## src/rtl/l2_cache_ctrl_pkg.sv

```systemverilog
// Shared definitions for the L2 tag-RAM controller: field bounds, states,
// access codes and small way helpers.
package l2_cache_ctrl_pkg;
  localparam int OFFSET_W  = 6;
  localparam int INDEX_W   = 9;
  localparam int TAG_W     = 17;
  localparam int WAYS      = 4;

  localparam int INDEX_LSB = OFFSET_W;
  localparam int INDEX_MSB = OFFSET_W + INDEX_W - 1;
  localparam int TAG_LSB   = OFFSET_W + INDEX_W;
  localparam int TAG_MSB   = TAG_LSB + TAG_W - 1;
  localparam int VALID_BIT = TAG_W;

  localparam logic READ  = 1'b0;
  localparam logic WRITE = 1'b1;

  typedef enum logic [2:0] {
    IDLE,
    LOOKUP,
    WRITEBACK,
    REFILL,
    UPDATE
  } state_t;

  // Lowest set bit wins; callers guarantee at least one bit is set.
  function automatic logic [1:0] lowest_way(input logic [WAYS-1:0] v);
    lowest_way = '0;
    for (int i = WAYS - 1; i >= 0; i--)
      if (v[i]) lowest_way = i[1:0];
  endfunction

  function automatic logic [WAYS-1:0] way_onehot(input logic [1:0] w);
    way_onehot    = '0;
    way_onehot[w] = 1'b1;
  endfunction
endpackage

```

## src/rtl/l2_cache_ctrl_victim_sel.sv

```systemverilog
// Victim way picker: lowest invalid way first, otherwise the tree-PLRU leaf.
module l2_victim_sel
  import l2_cache_ctrl_pkg::*;
(
  input  logic [WAYS-1:0] valid,
  input  logic [2:0]      plru,
  output logic [1:0]      victim
);
  always_comb begin
    victim = '0;
    if (!(&valid))    victim = lowest_way(~valid);
    else if (!plru[0]) victim = {1'b0, plru[1]};
    else               victim = {1'b1, plru[2]};
  end
endmodule

```

## src/rtl/l2_cache_ctrl.sv

```systemverilog
// L2 tag-RAM controller: hit/miss lookup, dirty writeback, refill and tag
// commit, one line request at a time.
module l2_cache_ctrl
  import l2_cache_ctrl_pkg::*;
(
  input  logic        clk,
  input  logic        rst,
  input  logic        req,
  input  logic        req_rw,
  input  logic [31:0] req_addr,
  output logic        busy,
  output logic        hit,
  output logic        done,
  output logic [1:0]  way_sel,
  output logic [8:0]  l2_index,
  output logic        l2_block0_rw,
  output logic        l2_block1_rw,
  output logic        l2_block2_rw,
  output logic        l2_block3_rw,
  output logic [17:0] l2_tag_wd,
  output logic        l2_dirty_wd,
  input  logic [17:0] l2_tag0_rd,
  input  logic [17:0] l2_tag1_rd,
  input  logic [17:0] l2_tag2_rd,
  input  logic [17:0] l2_tag3_rd,
  input  logic [2:0]  plru,
  input  logic        l2_dirty0,
  input  logic        l2_dirty1,
  input  logic        l2_dirty2,
  input  logic        l2_dirty3,
  output logic        mem_req,
  output logic        mem_rw,
  output logic [31:0] mem_addr,
  input  logic        mem_ready
);
  state_t                          state;
  logic [TAG_MSB:INDEX_LSB]        line_q;
  logic                            rw_q;
  logic                            hit_q;
  logic [WAYS-1:0]                 blk_rw;
  logic [WAYS-1:0][VALID_BIT:0]    tag_rd;
  logic [WAYS-1:0]                 dirty_rd;
  logic [WAYS-1:0]                 valid;
  logic [WAYS-1:0]                 match;
  logic [1:0]                      hit_way;
  logic [1:0]                      victim;
  logic                            unused_offset;

  assign tag_rd   = {l2_tag3_rd, l2_tag2_rd, l2_tag1_rd, l2_tag0_rd};
  assign dirty_rd = {l2_dirty3, l2_dirty2, l2_dirty1, l2_dirty0};
  assign unused_offset = ^req_addr[OFFSET_W-1:0];

  genvar w;
  for (w = 0; w < WAYS; w++) begin : g_way
    assign valid[w] = tag_rd[w][VALID_BIT];
    assign match[w] = valid[w] && (tag_rd[w][TAG_W-1:0] == line_q[TAG_MSB:TAG_LSB]);
  end

  assign hit_way = lowest_way(match);

  l2_victim_sel u_victim (
    .valid  (valid),
    .plru   (plru),
    .victim (victim)
  );

  // The tag RAM read for a new request is launched from IDLE so it lands in LOOKUP.
  assign l2_index = (state == IDLE) ? req_addr[INDEX_MSB:INDEX_LSB] : line_q[INDEX_MSB:INDEX_LSB];
  assign busy     = (state != IDLE);

  assign {l2_block3_rw, l2_block2_rw, l2_block1_rw, l2_block0_rw} = blk_rw;

  always_ff @(posedge clk or posedge rst) begin
    if (rst) begin
      state       <= IDLE;
      line_q      <= '0;
      rw_q        <= READ;
      hit_q       <= 1'b0;
      hit         <= 1'b0;
      done        <= 1'b0;
      way_sel     <= '0;
      blk_rw      <= '0;
      l2_tag_wd   <= '0;
      l2_dirty_wd <= 1'b0;
      mem_req     <= 1'b0;
      mem_rw      <= READ;
      mem_addr    <= '0;
    end else begin
      done <= 1'b0;
      hit  <= 1'b0;
      case (state)
        IDLE: begin
          if (req) begin
            line_q <= req_addr[TAG_MSB:INDEX_LSB];
            rw_q   <= req_rw;
            state  <= LOOKUP;
          end
        end
        LOOKUP: begin
          if (|match) begin
            way_sel     <= hit_way;
            hit_q       <= 1'b1;
            blk_rw      <= way_onehot(hit_way);
            l2_tag_wd   <= {1'b1, line_q[TAG_MSB:TAG_LSB]};
            l2_dirty_wd <= rw_q | dirty_rd[hit_way];
            state       <= UPDATE;
          end else begin
            way_sel <= victim;
            hit_q   <= 1'b0;
            mem_req <= 1'b1;
            if (valid[victim] && dirty_rd[victim]) begin
              mem_rw   <= WRITE;
              mem_addr <= {tag_rd[victim][TAG_W-1:0], line_q[INDEX_MSB:INDEX_LSB], {OFFSET_W{1'b0}}};
              state    <= WRITEBACK;
            end else begin
              mem_rw   <= READ;
              mem_addr <= {line_q, {OFFSET_W{1'b0}}};
              state    <= REFILL;
            end
          end
        end
        WRITEBACK: begin
          if (mem_ready) begin
            mem_req  <= 1'b0;
            mem_rw   <= READ;
            mem_addr <= {line_q, {OFFSET_W{1'b0}}};
            state    <= REFILL;
          end
        end
        REFILL: begin
          // After a writeback the request is re-raised one cycle later as a fresh transfer.
          if (!mem_req) begin
            mem_req <= 1'b1;
          end else if (mem_ready) begin
            mem_req     <= 1'b0;
            mem_addr    <= '0;
            blk_rw      <= way_onehot(way_sel);
            l2_tag_wd   <= {1'b1, line_q[TAG_MSB:TAG_LSB]};
            l2_dirty_wd <= rw_q;
            state       <= UPDATE;
          end
        end
        UPDATE: begin
          blk_rw      <= '0;
          l2_tag_wd   <= '0;
          l2_dirty_wd <= 1'b0;
          done        <= 1'b1;
          hit         <= hit_q;
          state       <= IDLE;
        end
        default: state <= IDLE;
      endcase
    end
  end
endmodule

```

## config.mk

```make
export PLATFORM = sky130hd
export DESIGN_NAME = l2_cache_ctrl
export DESIGN_NICKNAME = d
export VERILOG_FILES = /design/src/rtl/l2_cache_ctrl_pkg.sv /design/src/rtl/l2_cache_ctrl_victim_sel.sv /design/src/rtl/l2_cache_ctrl.sv
export SDC_FILE = /design/constraint.sdc
export NUM_CORES = 1
export LEC_CHECK = 0
export ABC_AREA = 0
export BUFFER_PORTS_ARGS = -buffer_cell sky130_fd_sc_hd__clkbuf_2
export CAP_MARGIN = 20
export CORE_MARGIN = 10
export CORE_UTILIZATION = 30
export DETAILED_ROUTE_END_ITERATION = 16
export SYNTH_ARGS = -nofsm -noshare
export SYNTH_HDL_FRONTEND = slang
export SYNTH_HIERARCHICAL = 1
export SYNTH_SLANG_ARGS = --single-unit
```

## constraint.sdc

```tcl
create_clock -name clk -period 7.5 [get_ports clk]
set_input_delay 1.5 -clock clk [delete_from_list [all_inputs] [get_ports clk]]
set_output_delay 1.5 -clock clk [all_outputs]
set_load 0.02 [all_outputs]
```

==> out/qor.yml <==
status: "complete, no violations"
clockRootBuffer: "clkbuf_16"
avgSynthCellArea_um2: 10.6
area_delta_synth_final_pct: 24.5
portBuffers: 174
grt_use_total_pct: 15.1
path_clk_slew_ps: 70
crit_buf_inv: 3
cts.repair.resized: 0
finalHoldViolCount: 0
fin_skew_ps: 5.90
crit_path_end_kind: "flip-flop"
maxCapViolCount: 0
io_pins: 187
async_flop_share_pct: 100
rows: 48
tns_ps: 0
post-cts-setup-buffer-count: 0
multi_input_area_um2: 2950
cp_cell_sequence: "clkbuf_2 > and2b_1 > a311oi_2 > buf_4 > and3_1 > a311oi_1 > a31oi_1 > and2_1 > buf_16 > o21ai_0 > mux2_2"
antenna_found_initial: 0
p_per_area_nw_per_um2: 441
finish.utilization_pct: 38.4
drc: 0
power.leakage_nw: 3.09
vias: 4510
ys_top_cells_by_area: "dfrtp_1, mux2_2, xnor2_1"
rsz0062_at_grt: "no"
setup_viol: 0
fillers: 1713
final_antenna_net_count: 0
dieArea_um2: 23700
seq_area_frac_synth_pct: 40.0
worst_ep_required_time_ps: 7740
routed_wl_mm: 18.5
gr-total-overflow: 0
worstSkewPairLatency_ps: 350
yosys.area.top_type: "dfrtp_1"
wl_per_cell_um: 21.0
clk_path_buf_depth: 2
n_antenna_cell: 0
grt_max_degree: 68
period_share_pct: 50.6
synth-edff-count: 0
ir_worst_vdd_mv: 0.151
dpl-instance-area_um2: 6350
nNetsFinal: 770
htreeDepth: 3
netlist.area_leader.share_pct: 40.0
gp_congestion: 0.879
seq_area_um2: 2150
setup_ws_ps: 3710
dpl.hpwl_mm: 14.4
die_h_um: 154
cpLargestDelayFamily: "simple AND/OR/NAND/NOR gates"
syn_area_um2: 5390
pre_cts_slack_ps: 2900
hold_buffers: 0
worstHoldPathType: "reg -> reg"
drt_iter0_drc: 344
ys.flop_type: "dfrtp_1"
worst_pin_slew_ps: 925
cpPeakStageDelay_ps: 390
initial_core_util_pct: 30.8
cts_sinks: 86
synth_cells: 508
slowest_stage: "and2_1"
ys_seq_elements: 86
tritoncts: "yes"
grt_pass1_wl_mm: 28.0
stdcell_area_um2: 6710
grt_pass1_vias: 4635
synth.most_common_cell: "dfrtp_1"
max-slew-margin-rel_pct: 38.2
core_area_um2: 17500
yosys.cell_types.count: 54
worstSetupStartpointType: "input pin"
critical_path_peak_fanout: 29
viasPerCell: 5.10
total_power_mw: 2.96
maxSlewViolCount: 0
synth.top_cells.by_count: "dfrtp_1, nand2_1, mux2_2, xnor2_1, o21ai_0"
fmax_mhz: 264
first_pass_iters: 4
yosys_warnings: 6
worst_ep_arrival_time_ps: 4030
critical_path_class: "in -> reg"
cts_buffers: 9
period_needed_ps: 3790
drive_gt1_share_pct: 43.7
die_w_um: 154
-- flip-flops by register name (all words and copies together) (netlist names), 2 cells and up --
register and count:
blk_rw 4, l2_tag_wd 18, line_q 26, mem_addr 26, state 3, way_sel 2
-- metrics by stage --
stage / hold WS (ps) / cells
after global placement: 476 / 867
after global routing: 517 / 884
after CTS: 489 / 883
final: 483 / 884
after detailed placement: 475 / 867
after floorplan: 456 / 513
-- final timing paths --
path	depth (start not counted)	to	slack (ps)	from
max	11	mem_addr[30]$_DFFE_PP0P_	3710	l2_tag2_rd[17]
max reg2reg	7	blk_rw[3]$_DFFE_PP0P_	4610	line_q[29]$_DFFE_PP0P_
max in group asynchronous	3	mem_addr[28]$_DFFE_PP0P_	5230	rst
min reg2reg	1	hit_q$_DFFE_PP0N_	480	hit_q$_DFFE_PP0N_
min	1	hit_q$_DFFE_PP0N_	480	hit_q$_DFFE_PP0N_
min in group asynchronous	2	mem_addr[8]$_DFFE_PP0P_	1080	rst
-- final cells by class --
type / count / area share, %
Clock inverter: 7 / 1.55
Sequential cell: 86 / 32.1
Clock buffer: 9 / 3.36
Multi-Input combinational cell: 364 / 44.0
Timing Repair Buffer: 182 / 14.2
Inverter: 11 / 0.634
Tap cell: 225 / 4.20
-- where the power goes --
part           internal [mW]  switching, mW  total [mW]  leakage [nW]
combinational          0.662          0.845        1.51          1.87
clock                  0.297          0.205       0.502         0.155
sequential             0.686          0.264       0.950          1.06
-- cells in the final DEF (no fill, tap or decap), types with 6 or more instances in the layout --
master / count
nor2_1: 8
dfrtp_1: 86
inv_1: 9
a22o_1: 10
buf_4: 7
conb_1: 6
xnor2_1: 52
nand4_1: 18
mux4_2: 17
o211ai_1: 18
mux2_2: 57
nand3_1: 6
o21ai_0: 27
clkbuf_16: 9
clkbuf_2: 174
nand2_1: 60
xor2_1: 16
o21ai_1: 11
-- cells by family after synthesis --
family / share of synthesized area (%)
buffers and inverters: 5.88
muxes: 19.8
and+or+nand+nor: 11.0
other: 0.0696
DFF: 40.0
xor gates and xnor gates: 11.1
AOI/OAI and AO/OA: 12.3
-- routing by layer --
metal,part of all wire [%],vias up,global-route usage [%]
li1,-,2108,-
met1,41,2215,17.8
met2,50,163,25.4
met3,6.8,24,3.96
met4,2.6,0,5.98
met5,0,-,0
(Power assumes the default switching activity.)
